`src/rtl/alu_arbiter_pkg.sv`:
```
// Shared definitions for the ALU arbiter slice: ALU control codes, FSM states
// and the op-code legality helper.
package alu_defs;

  localparam logic [2:0] ALU_AND = 3'b000;
  localparam logic [2:0] ALU_OR  = 3'b001;
  localparam logic [2:0] ALU_ADD = 3'b010;
  localparam logic [2:0] ALU_SLL = 3'b011;
  localparam logic [2:0] ALU_NOR = 3'b100;
  localparam logic [2:0] ALU_SUB = 3'b110;
  localparam logic [2:0] ALU_SLT = 3'b111;

  typedef enum logic [1:0] {
    ST_IDLE = 2'b00,
    ST_EXEC = 2'b01,
    ST_RESP = 2'b10
  } state_e;

  // 3'b101 is the only hole in the ALU control map.
  function automatic logic is_legal_op(input logic [2:0] op);
    logic legal;
    case (op)
      ALU_AND, ALU_OR, ALU_ADD, ALU_SLL,
      ALU_NOR, ALU_SUB, ALU_SLT: legal = 1'b1;
      default:                   legal = 1'b0;
    endcase
    return legal;
  endfunction

endpackage

```
`src/rtl/alu_arbiter_if.sv`:
```
// Request/response handshake bundle between the two requesters and the arbiter.
interface alu_arbiter_if #(
  parameter int DATA_W = 32,
  parameter int OP_W   = 3
);
  logic              req_valid_0, req_valid_1;
  logic              req_ready_0, req_ready_1;
  logic [DATA_W-1:0] req_a_0, req_a_1;
  logic [DATA_W-1:0] req_b_0, req_b_1;
  logic [OP_W-1:0]   req_op_0, req_op_1;
  logic              rsp_valid_0, rsp_valid_1;
  logic              rsp_ready_0, rsp_ready_1;
  logic [DATA_W-1:0] rsp_result;
  logic              rsp_zero;
  logic              rsp_err;

  modport master (
    output req_valid_0, req_valid_1, req_a_0, req_a_1, req_b_0, req_b_1,
           req_op_0, req_op_1, rsp_ready_0, rsp_ready_1,
    input  req_ready_0, req_ready_1, rsp_valid_0, rsp_valid_1,
           rsp_result, rsp_zero, rsp_err
  );

  modport slave (
    input  req_valid_0, req_valid_1, req_a_0, req_a_1, req_b_0, req_b_1,
           req_op_0, req_op_1, rsp_ready_0, rsp_ready_1,
    output req_ready_0, req_ready_1, rsp_valid_0, rsp_valid_1,
           rsp_result, rsp_zero, rsp_err
  );
endinterface

```
`src/rtl/alu_arbiter_rr.sv`:
```
// Two-way round-robin grant: a lone requester always wins, a tie goes to the
// pointer, and every grant hands priority to the other side.
module rr_grant2 (
  input  logic       clk,
  input  logic       reset,
  input  logic [1:0] req,
  input  logic       en,
  output logic [1:0] gnt,
  output logic       gnt_idx
);

  logic ptr_q, ptr_d;

  // Winner selection and pointer update.
  always_comb begin
    if (req == 2'b11) begin
      gnt_idx = ptr_q;
    end else if (req[1]) begin
      gnt_idx = 1'b1;
    end else begin
      gnt_idx = 1'b0;
    end

    if (en && (req != 2'b00)) begin
      gnt   = gnt_idx ? 2'b10 : 2'b01;
      ptr_d = ~gnt_idx;
    end else begin
      gnt   = 2'b00;
      ptr_d = ptr_q;
    end
  end

  // Priority pointer register.
  always_ff @(posedge clk) begin
    if (reset) begin
      ptr_q <= 1'b0;
    end else begin
      ptr_q <= ptr_d;
    end
  end

endmodule

```
`src/rtl/alu_arbiter.sv`:
```
// Shares one external ALU between two requesters: accept (IDLE), let the ALU
// settle on registered operands (EXEC), then hold the result until consumed (RESP).
module alu_arbiter
  import alu_defs::*;
#(
  parameter int DATA_W = 32,
  parameter int OP_W   = 3
) (
  input  logic              clk,
  input  logic              reset,
  alu_arbiter_if.slave      bus,
  output logic [DATA_W-1:0] alu_a,
  output logic [DATA_W-1:0] alu_b,
  output logic [OP_W-1:0]   alu_gin,
  input  logic [DATA_W-1:0] alu_sum,
  input  logic              alu_zout
);

  state_e            state_q, state_d;
  logic              gnt_q, gnt_d;
  logic              ill_q, ill_d;
  logic [DATA_W-1:0] alu_a_q, alu_a_d;
  logic [DATA_W-1:0] alu_b_q, alu_b_d;
  logic [OP_W-1:0]   alu_gin_q, alu_gin_d;
  logic [1:0]        rsp_valid_q, rsp_valid_d;
  logic [DATA_W-1:0] rsp_result_q, rsp_result_d;
  logic              rsp_zero_q, rsp_zero_d;
  logic              rsp_err_q, rsp_err_d;

  logic              arb_en_s;
  logic [1:0]        gnt_s;
  logic              gnt_idx_s;
  logic [DATA_W-1:0] sel_a_s, sel_b_s;
  logic [OP_W-1:0]   sel_op_s;
  logic              rsp_ready_sel_s;

  // Arbitration only runs in IDLE and never while reset is asserted.
  assign arb_en_s = (state_q == ST_IDLE) && !reset;

  rr_grant2 u_rr (
    .clk     (clk),
    .reset   (reset),
    .req     ({bus.req_valid_1, bus.req_valid_0}),
    .en      (arb_en_s),
    .gnt     (gnt_s),
    .gnt_idx (gnt_idx_s)
  );

  assign sel_a_s         = gnt_idx_s ? bus.req_a_1  : bus.req_a_0;
  assign sel_b_s         = gnt_idx_s ? bus.req_b_1  : bus.req_b_0;
  assign sel_op_s        = gnt_idx_s ? bus.req_op_1 : bus.req_op_0;
  assign rsp_ready_sel_s = gnt_q ? bus.rsp_ready_1 : bus.rsp_ready_0;

  // Next-state and registered-output computation for the sequencer.
  always_comb begin
    state_d      = state_q;
    gnt_d        = gnt_q;
    ill_d        = ill_q;
    alu_a_d      = alu_a_q;
    alu_b_d      = alu_b_q;
    alu_gin_d    = alu_gin_q;
    rsp_valid_d  = rsp_valid_q;
    rsp_result_d = rsp_result_q;
    rsp_zero_d   = rsp_zero_q;
    rsp_err_d    = rsp_err_q;

    case (state_q)
      ST_IDLE: begin
        if (gnt_s != 2'b00) begin
          gnt_d   = gnt_idx_s;
          alu_a_d = sel_a_s;
          alu_b_d = sel_b_s;
          // An illegal code still runs, but through a harmless ADD.
          if (is_legal_op(sel_op_s)) begin
            ill_d     = 1'b0;
            alu_gin_d = sel_op_s;
          end else begin
            ill_d     = 1'b1;
            alu_gin_d = ALU_ADD;
          end
          state_d = ST_EXEC;
        end else begin
          state_d = ST_IDLE;
        end
      end
      ST_EXEC: begin
        if (ill_q) begin
          rsp_result_d = '0;
          rsp_zero_d   = 1'b1;
          rsp_err_d    = 1'b1;
        end else begin
          rsp_result_d = alu_sum;
          rsp_zero_d   = alu_zout;
          rsp_err_d    = 1'b0;
        end
        rsp_valid_d = gnt_q ? 2'b10 : 2'b01;
        state_d     = ST_RESP;
      end
      ST_RESP: begin
        if (rsp_ready_sel_s) begin
          rsp_valid_d = 2'b00;
          state_d     = ST_IDLE;
        end else begin
          state_d = ST_RESP;
        end
      end
      default: begin
        rsp_valid_d = 2'b00;
        state_d     = ST_IDLE;
      end
    endcase
  end

  // Sequencer state and output registers.
  always_ff @(posedge clk) begin
    if (reset) begin
      state_q      <= ST_IDLE;
      gnt_q        <= 1'b0;
      ill_q        <= 1'b0;
      alu_a_q      <= '0;
      alu_b_q      <= '0;
      alu_gin_q    <= ALU_ADD;
      rsp_valid_q  <= 2'b00;
      rsp_result_q <= '0;
      rsp_zero_q   <= 1'b0;
      rsp_err_q    <= 1'b0;
    end else begin
      state_q      <= state_d;
      gnt_q        <= gnt_d;
      ill_q        <= ill_d;
      alu_a_q      <= alu_a_d;
      alu_b_q      <= alu_b_d;
      alu_gin_q    <= alu_gin_d;
      rsp_valid_q  <= rsp_valid_d;
      rsp_result_q <= rsp_result_d;
      rsp_zero_q   <= rsp_zero_d;
      rsp_err_q    <= rsp_err_d;
    end
  end

  assign bus.req_ready_0 = gnt_s[0];
  assign bus.req_ready_1 = gnt_s[1];
  assign bus.rsp_valid_0 = rsp_valid_q[0];
  assign bus.rsp_valid_1 = rsp_valid_q[1];
  assign bus.rsp_result  = rsp_result_q;
  assign bus.rsp_zero    = rsp_zero_q;
  assign bus.rsp_err     = rsp_err_q;
  assign alu_a           = alu_a_q;
  assign alu_b           = alu_b_q;
  assign alu_gin         = alu_gin_q;

endmodule
```
`src/flat_wrapper.sv`:
```
// flat-port wrapper written by rule: the top's interface ports become plain ports
module alu_arbiter_flat import alu_defs::*;
#(
  parameter int DATA_W = 32,
  parameter int OP_W   = 3
)
  (clk, reset, alu_a, alu_b, alu_gin, alu_sum, alu_zout, bus_req_valid_0, bus_req_valid_1, bus_req_a_0, bus_req_a_1, bus_req_b_0, bus_req_b_1, bus_req_op_0, bus_req_op_1, bus_rsp_ready_0, bus_rsp_ready_1, bus_req_ready_0, bus_req_ready_1, bus_rsp_valid_0, bus_rsp_valid_1, bus_rsp_result, bus_rsp_zero, bus_rsp_err);
  alu_arbiter_if #(.DATA_W(DATA_W), .OP_W(OP_W)) bus_i ();
  input  logic clk;
  input  logic reset;
  output logic [DATA_W-1:0] alu_a;
  output logic [DATA_W-1:0] alu_b;
  output logic [OP_W-1:0] alu_gin;
  input  logic [DATA_W-1:0] alu_sum;
  input  logic alu_zout;
  input wire logic [$bits(bus_i.req_valid_0)-1:0] bus_req_valid_0;
  input wire logic [$bits(bus_i.req_valid_1)-1:0] bus_req_valid_1;
  input wire logic [$bits(bus_i.req_a_0)-1:0] bus_req_a_0;
  input wire logic [$bits(bus_i.req_a_1)-1:0] bus_req_a_1;
  input wire logic [$bits(bus_i.req_b_0)-1:0] bus_req_b_0;
  input wire logic [$bits(bus_i.req_b_1)-1:0] bus_req_b_1;
  input wire logic [$bits(bus_i.req_op_0)-1:0] bus_req_op_0;
  input wire logic [$bits(bus_i.req_op_1)-1:0] bus_req_op_1;
  input wire logic [$bits(bus_i.rsp_ready_0)-1:0] bus_rsp_ready_0;
  input wire logic [$bits(bus_i.rsp_ready_1)-1:0] bus_rsp_ready_1;
  output wire logic [$bits(bus_i.req_ready_0)-1:0] bus_req_ready_0;
  output wire logic [$bits(bus_i.req_ready_1)-1:0] bus_req_ready_1;
  output wire logic [$bits(bus_i.rsp_valid_0)-1:0] bus_rsp_valid_0;
  output wire logic [$bits(bus_i.rsp_valid_1)-1:0] bus_rsp_valid_1;
  output wire logic [$bits(bus_i.rsp_result)-1:0] bus_rsp_result;
  output wire logic [$bits(bus_i.rsp_zero)-1:0] bus_rsp_zero;
  output wire logic [$bits(bus_i.rsp_err)-1:0] bus_rsp_err;
  assign bus_i.req_valid_0 = bus_req_valid_0;
  assign bus_i.req_valid_1 = bus_req_valid_1;
  assign bus_i.req_a_0 = bus_req_a_0;
  assign bus_i.req_a_1 = bus_req_a_1;
  assign bus_i.req_b_0 = bus_req_b_0;
  assign bus_i.req_b_1 = bus_req_b_1;
  assign bus_i.req_op_0 = bus_req_op_0;
  assign bus_i.req_op_1 = bus_req_op_1;
  assign bus_i.rsp_ready_0 = bus_rsp_ready_0;
  assign bus_i.rsp_ready_1 = bus_rsp_ready_1;
  assign bus_req_ready_0 = bus_i.req_ready_0;
  assign bus_req_ready_1 = bus_i.req_ready_1;
  assign bus_rsp_valid_0 = bus_i.rsp_valid_0;
  assign bus_rsp_valid_1 = bus_i.rsp_valid_1;
  assign bus_rsp_result = bus_i.rsp_result;
  assign bus_rsp_zero = bus_i.rsp_zero;
  assign bus_rsp_err = bus_i.rsp_err;
  alu_arbiter #(.DATA_W(DATA_W), .OP_W(OP_W)) u_core (.clk(clk), .reset(reset), .bus(bus_i), .alu_a(alu_a), .alu_b(alu_b), .alu_gin(alu_gin), .alu_sum(alu_sum), .alu_zout(alu_zout));
endmodule
```
`config.mk`:
```
export PLATFORM = sky130hd
export DESIGN_NAME = alu_arbiter_flat
export DESIGN_NICKNAME = d
export VERILOG_FILES = /design/src/rtl/alu_arbiter_pkg.sv /design/src/rtl/alu_arbiter_if.sv /design/src/rtl/alu_arbiter_rr.sv /design/src/rtl/alu_arbiter.sv /design/src/flat_wrapper.sv
export SDC_FILE = /design/constraint.sdc
export NUM_CORES = 1
export LEC_CHECK = 0
export CAP_MARGIN = 30
export CELL_PAD_IN_SITES_DETAIL_PLACEMENT = 1
export CELL_PAD_IN_SITES_GLOBAL_PLACEMENT = 1
export CORE_MARGIN = 3
export CORE_UTILIZATION = 27
export CTS_BUF_LIST = sky130_fd_sc_hd__clkbuf_2
export CTS_CLUSTER_SIZE = 14
export DETAILED_ROUTE_END_ITERATION = 6
export PLACE_DENSITY_LB_ADDON = 0.1
export SLEW_MARGIN = 20
export SYNTH_ARGS = -nofsm -noshare
export SYNTH_HDL_FRONTEND = slang
export SYNTH_HIERARCHICAL = 1
export SYNTH_SLANG_ARGS = --single-unit
```
`constraint.sdc`:
```
create_clock -name clk -period 2.58 [get_ports clk]
set_input_delay 0.516 -clock clk [delete_from_list [all_inputs] [get_ports clk]]
set_output_delay 0.516 -clock clk [all_outputs]
set_load 0.01 [all_outputs]
```
==> impl_results.md, run 1 <==
- Status: completed
- Most frequent cell after synthesis: dfxtp_1
- FP Rows: 47
- Fin. Hold Viols: 0
- Initial antenna violation count: 2
- CP max stage cell: dfxtp_2
- Sink Count: 108
- Share of cells above drive strength 1: 8.83%
- Startpoint types: flop
- Switching power total: 1220 uW
- Critical path, cell by cell: or2_1 -> nor2_2 -> and3_2 -> clkdlybuf4s15_1
- Slew Limit Fails: 0
- FF+latch count, synth: 108
- P_leak: 0.00273 uW
- IO Count: 278
- Vias in the first global route: 4784
- Final period util: 94.3%
- Die width: 138 um
- Vias per cell: 4.68
- Syn_area_per_cell: 9.44 um2
- CTS tree: yes
- Final ANT Viol Nets: 0
- Tot Pwr: 4010 uW
- EDFF count, synth: 0
- Skew-Pair Late Insertion Delay: 0.59 ns
- WS Path Type: flop to primary output
- Power share of the sequential group: 47.9%
- Cell variety after synth: 28
- Syn-to-layout area delta: 67.3%
- Yosys warns: 6
- Core area: 16800 um2
- Crit path required time: 2.06 ns
- Clock Path Buffers: 2
- Gp weighted congestion: 0.718
- Synth async-reset ratio: 0%
- Final Core Density: 46.7%
- Sequential area share after synthesis: 46.3%
- Max-Cap Viols: 0
- Crit end category: primary output
- First-pass GRT wire length: 25000 um
- Initial Util: 27.9%
- Crit path DAT: 1.92 ns
- Main synth FF type: dfxtp_1
- Ranking of synthesized cells by area: dfxtp_1, mux2i_1, a211oi_1
- Worst slew margin: 61.6%
- Buf/Inv on CP: 1
- CTS Buf Count: 9
- Final setup violation count: 0
- Die height: 138 um
- Pwr dens: 512 nW/um2
- WL/cell: 17.0 um
- Die ar.: 18900 um2
- DRC viols: 0
- P_int: 2790 uW
- Share of Yosys cell area claimed by the top area cell type: 46.3%
- Clock Power Share: 19.7%
- Pre-CTS worst setup slack: -0.0624 ns
- Comb pwr share: 32.4%
- Setup TNS: 0 ns
- Post-Layout Cell Count: 981
- Post-Syn Instances: 495
- Tmin final: 2.43 ns
- # hold bufs at CTS: 0
- I/O Buffers: 277
- Vias: 4587
- CTS clk-pin slew, worst paths: 0.30 ns
- Largest area contributor in the netlist: dfxtp_1
- Worst slew pin tran: 0.575 ns
- PnR worst setup slack: 0.146 ns
- Post-Syn Area: 4670 um2
- DP HPWL: 12800 um
- Clock skew: 0.0336 ns
- CP Max Fanout: 4
- CP top delay family: simple AND/OR/NAND/NOR gates
- Cell total after placement: 959
- Gr usage total: 17.0%
- Grt total ovfl: 0
- Initial DRC Count: 90
- Syn nets: 668
- Nets: 928
- Max IR drop VDD: 0.000207 V
- Hold Path Class: input port to flop
- Fillers: 1881
- H-tree Lvls: 3
- Pin count of the biggest net entering global routing: 84
- Switch share: 30.3%
- Routed WL: 16700 um
- Crit-path max cell delay: 0.39 ns
- DR pass1 iterations: 4
- Clock Tree Root: clkbuf_2
- Highest clock rate: 411 MHz
- Post-synth top cells: dfxtp_1, nor2_1, mux2i_1
==> metrics by stage <==
step	hold slack (ns)	instance area (um2)
2_1_floorplan	0.457	4670
3_3_place_gp	0.437	7640
3_5_place_dp	0.446	7660
4_1_cts	0.216	7780
5_1_grt	0.240	7820
6_report	0.306	7820
==> power by group through the flow <==
stage,Clock (uW),Sequential [uW],Combinational [uW]
after CTS,848,1930,1310
final,790,1920,1300
after detailed placement,0,1960,1300
after global placement,0,1950,1270
after global routing,902,1950,1410
after floorplan,0,2020,506
==> repair_timing <==
action | CTS | global route
endpoints found under the setup margin | 2 | 15
resized for setup | 5 | 3
cloned | 0 | 1
pin swaps | 0 | 2
hold endpoints to repair | 0 | 0
setup buffers | 1 | 2
==> area by class of cell <==
class | instances | area (um2) | area share, %
multi-input combinational | 342 | 2300 | 29.4
clock inverter | 5 | 62.6 | 0.800
sequential | 108 | 2160 | 27.7
antenna | 2 | 5.00 | 0.0640
timing repair buffer | 294 | 2960 | 37.9
tap | 220 | 275 | 3.52
clock buffer | 10 | 50.0 | 0.640
==> cells by family (layout without fill, tap and decap cells) <==
group | Yosys count | after routing | synth area share (%)
flops | 108 | 108 | 46.3
mux | 69 | 69 | 14.9
buf+inv | 46 | 309 | 4.79
other cells | 0 | 2 | 0
compound gates | 112 | 112 | 17.9
simple gates | 160 | 161 | 16.2
==> metal layers <==
metal  up-vias  track usage, %  wire [um]
met5         -               0          0
met4         0            5.82        227
met3        13            6.21       1530
met2       160            30.0       8550
met1      2144            18.6       6380
li1       2270               -          -
==> layout by cell type, fill, tap and decap left out, drive strengths merged, types with 2 or more instances in the layout <==
master,count
clkbuf,11
nand2b,2
nand2,41
nor2,74
a22oi,2
a211oi,64
diode,2
clkinvlp,2
dfxtp,108
a21oi,42
mux2i,66
buf,18
nand3b,32
nor3,5
mux2,3
or2,2
clkdlybuf4s50,274
==> registers in the layout, summed over array words and instances, names as in the netlist <==
register,count
u_core/alu_a,32
u_core/alu_b,32
u_core/alu_gin,3
u_core/bus.rsp_err,1
u_core/bus.rsp_result,32
u_core/bus.rsp_zero,1
u_core/gnt_q,1
u_core/ill_q,1
u_core/rsp_valid_q,2
u_core/state_q,2
u_core/u_rr/ptr_q,1
==> worst register-to-register path, cell delays in order, from the launching register on <==
cell	delay (ns)
dfxtp_2	0.39
or2_1	0.27
nor2_2	0.19
nand2_1	0.07
a21oi_1	0.15
nor2_1	0.13
nor2_4	0.34
buf_4	0.34
nor2_1	0.08
a211oi_1	0.23
==> final timing paths <==
path                        startpoint                         to  slack, ns  cells after the start
max                  u_core/state_q[1]            bus_req_ready_1       0.15                      4
min                              reset          u_core/u_rr/ptr_q       0.31                      4
max reg2reg          u_core/state_q[1]            u_core/alu_b[5]       0.30                      9
min reg2reg  u_core/bus.rsp_result[30]  u_core/bus.rsp_result[30]       0.47                      2
Note: power is estimated with default switching activity, not from simulation.
==> inputs of run 2 (changes only) <==
CORE_ASPECT_RATIO = 0.9   (was unset)
SLEW_MARGIN = 40   (was 20)
==> run 2 against run 1 <==
Compared with the run above:
- sequential power hardly changed
- critical path depth stayed put
- combinational power hardly changed
- sequential cell count stayed put
- non-clock buffer count is 6 lower
- fmax is 0.60% higher
- via count is 1.3% lower
- critical endpoint unchanged
- largest cell class unchanged
- highest routed layer unchanged
==> impl_results.md, run 2 (synthesis results as in run 1) <==
- Final Core Density: 46.9%
- Final ANT Viol Nets: 0
- Vias: 4528
- Worst slew pin tran: 0.639 ns
- Startpoint types: flop
- Die width: 145 um
- Vias in the first global route: 4824
- Skew-Pair Late Insertion Delay: 0.63 ns
- DRC viols: 0
- Diode count: 0
- Clock Path Buffers: 2
- Crit path DAT: 1.90 ns
- Gp weighted congestion: 0.731
- Max-Cap Viols: 0
- WL/cell: 16.8 um
- Buf/Inv on CP: 1
- CP top delay family: simple AND/OR/NAND/NOR gates
- P_leak: 0.00270 uW
- RSZ-0062 raised after global routing: false
- Nets: 921
- Gr usage total: 16.8%
- Setup TNS: 0 ns
- I/O Buffers: 277
- Share of cells above drive strength 1: 8.37%
- Grt total ovfl: 0
- Crit end category: primary output
- Initial antenna violation count: 0
- CP max stage cell: dfxtp_4
- DR pass1 iterations: 4
- Hold Path Class: input port to flop
- Crit-path max cell delay: 0.42 ns
- Tmin final: 2.42 ns
- Pwr dens: 517 nW/um2
- FP Rows: 44
- Routed WL: 16500 um
- Critical path, cell by cell: or2_4 -> nor2_4 -> and3_2 -> clkdlybuf4s15_2
- Slew Limit Fails: 0
- Final period util: 93.8%
- Cell total after placement: 964
- Max IR drop VDD: 0.000210 V
- Highest clock rate: 413 MHz
- Post-Layout Cell Count: 983
- Clock Tree Root: clkbuf_2
- Worst slew margin: 57.4%
- IO Count: 278
- CP Max Fanout: 5
- Die height: 131 um
- H-tree Lvls: 3
- Initial DRC Count: 138
- CTS Buf Count: 9
- Final setup violation count: 0
- Initial Util: 28.2%
- Pin count of the biggest net entering global routing: 97
- Sink Count: 108
- WS Path Type: flop to primary output
- Fin. Hold Viols: 0
- Status: completed
- Commonest non-fill, non-tap cells in the layout: clkdlybuf4s50_1, dfxtp_1, nor2_1
- DP HPWL: 12500 um
- CTS clk-pin slew, worst paths: 0.30 ns
- CTS tree: yes
- Commonest non-fill, non-tap cell in the layout: clkdlybuf4s50_1
- First-pass GRT wire length: 24900 um
- Clock skew: 0.0357 ns
- Vias per cell: 4.61
- Core area: 16600 um2
- Crit path required time: 2.06 ns
- Die ar.: 18900 um2
- Syn-to-layout area delta: 66.3%
- Fillers: 1852
run 2: repair_timing:
item | 4_1_cts | 5_1_grt
gates resized for setup | 10 | 3
buffers inserted | 1 | 2
pin swaps | 1 | 0
setup endpoints to repair | 2 | 2
hold buffers | 0 | 0
run 2: worst paths after layout:
check,startpoint,end,slack [ns],cells after the start
worst max-delay path,u_core/state_q[1],bus_req_ready_1,0.16,4
worst min-delay path,reset,u_core/u_rr/ptr_q,0.35,4
worst max register to register,u_core/state_q[1],u_core/alu_b[2],0.37,10
worst min register to register,u_core/bus.rsp_result[15],u_core/bus.rsp_result[15],0.47,2
run 2: worst register-to-register path, cell delays in order (launching register included):
cell and delay (ns):
dfxtp_4 0.42, or2_4 0.29, nor2_4 0.13, nand2_1 0.08, a21oi_2 0.15, buf_4 0.13, nor2_1 0.08, nor2_4 0.12
buf_12 0.37, nor2_1 0.11, a211oi_1 0.25
run 2: per-stage QoR:
step / setup WS (ns) / hold WS, ns / instance area (um2) / total power, uW
after global placement: 0.139 / 0.438 / 7610 / 3200
after detailed placement: 0.136 / 0.448 / 7610 / 3240
after floorplan: 0.275 / 0.457 / 4670 / 2530
after global routing: 0.0257 / 0.289 / 7770 / 4270
final: 0.161 / 0.351 / 7770 / 4020
after CTS: 0.00842 / 0.283 / 7750 / 4100
run 2: power by group:
part	total [uW]	switching, uW	internal (uW)
Combinational	1270	558	714
Clock	826	597	229
Sequential	1920	89.1	1840
run 2: per-layer routing:
metal / vias up / share of wire, % / GRT usage (%)
met3: 12 / 9.0 / 7.31
met1: 2099 / 38 / 17.9
met4: 0 / 1.1 / 4.17
met5: - / 0 / 0
li1: 2256 / - / -
met2: 161 / 51 / 30.7
run 2: final cells by class:
class / instances / area [um2] / share of cell area (%)
tap: 230 / 288 / 3.70
sequential: 108 / 2170 / 27.9
clock buffer: 9 / 45.0 / 0.580
timing repair buffer: 288 / 2890 / 37.2
clock inverter: 7 / 75.1 / 0.966
multi-input combinational: 341 / 2310 / 29.7
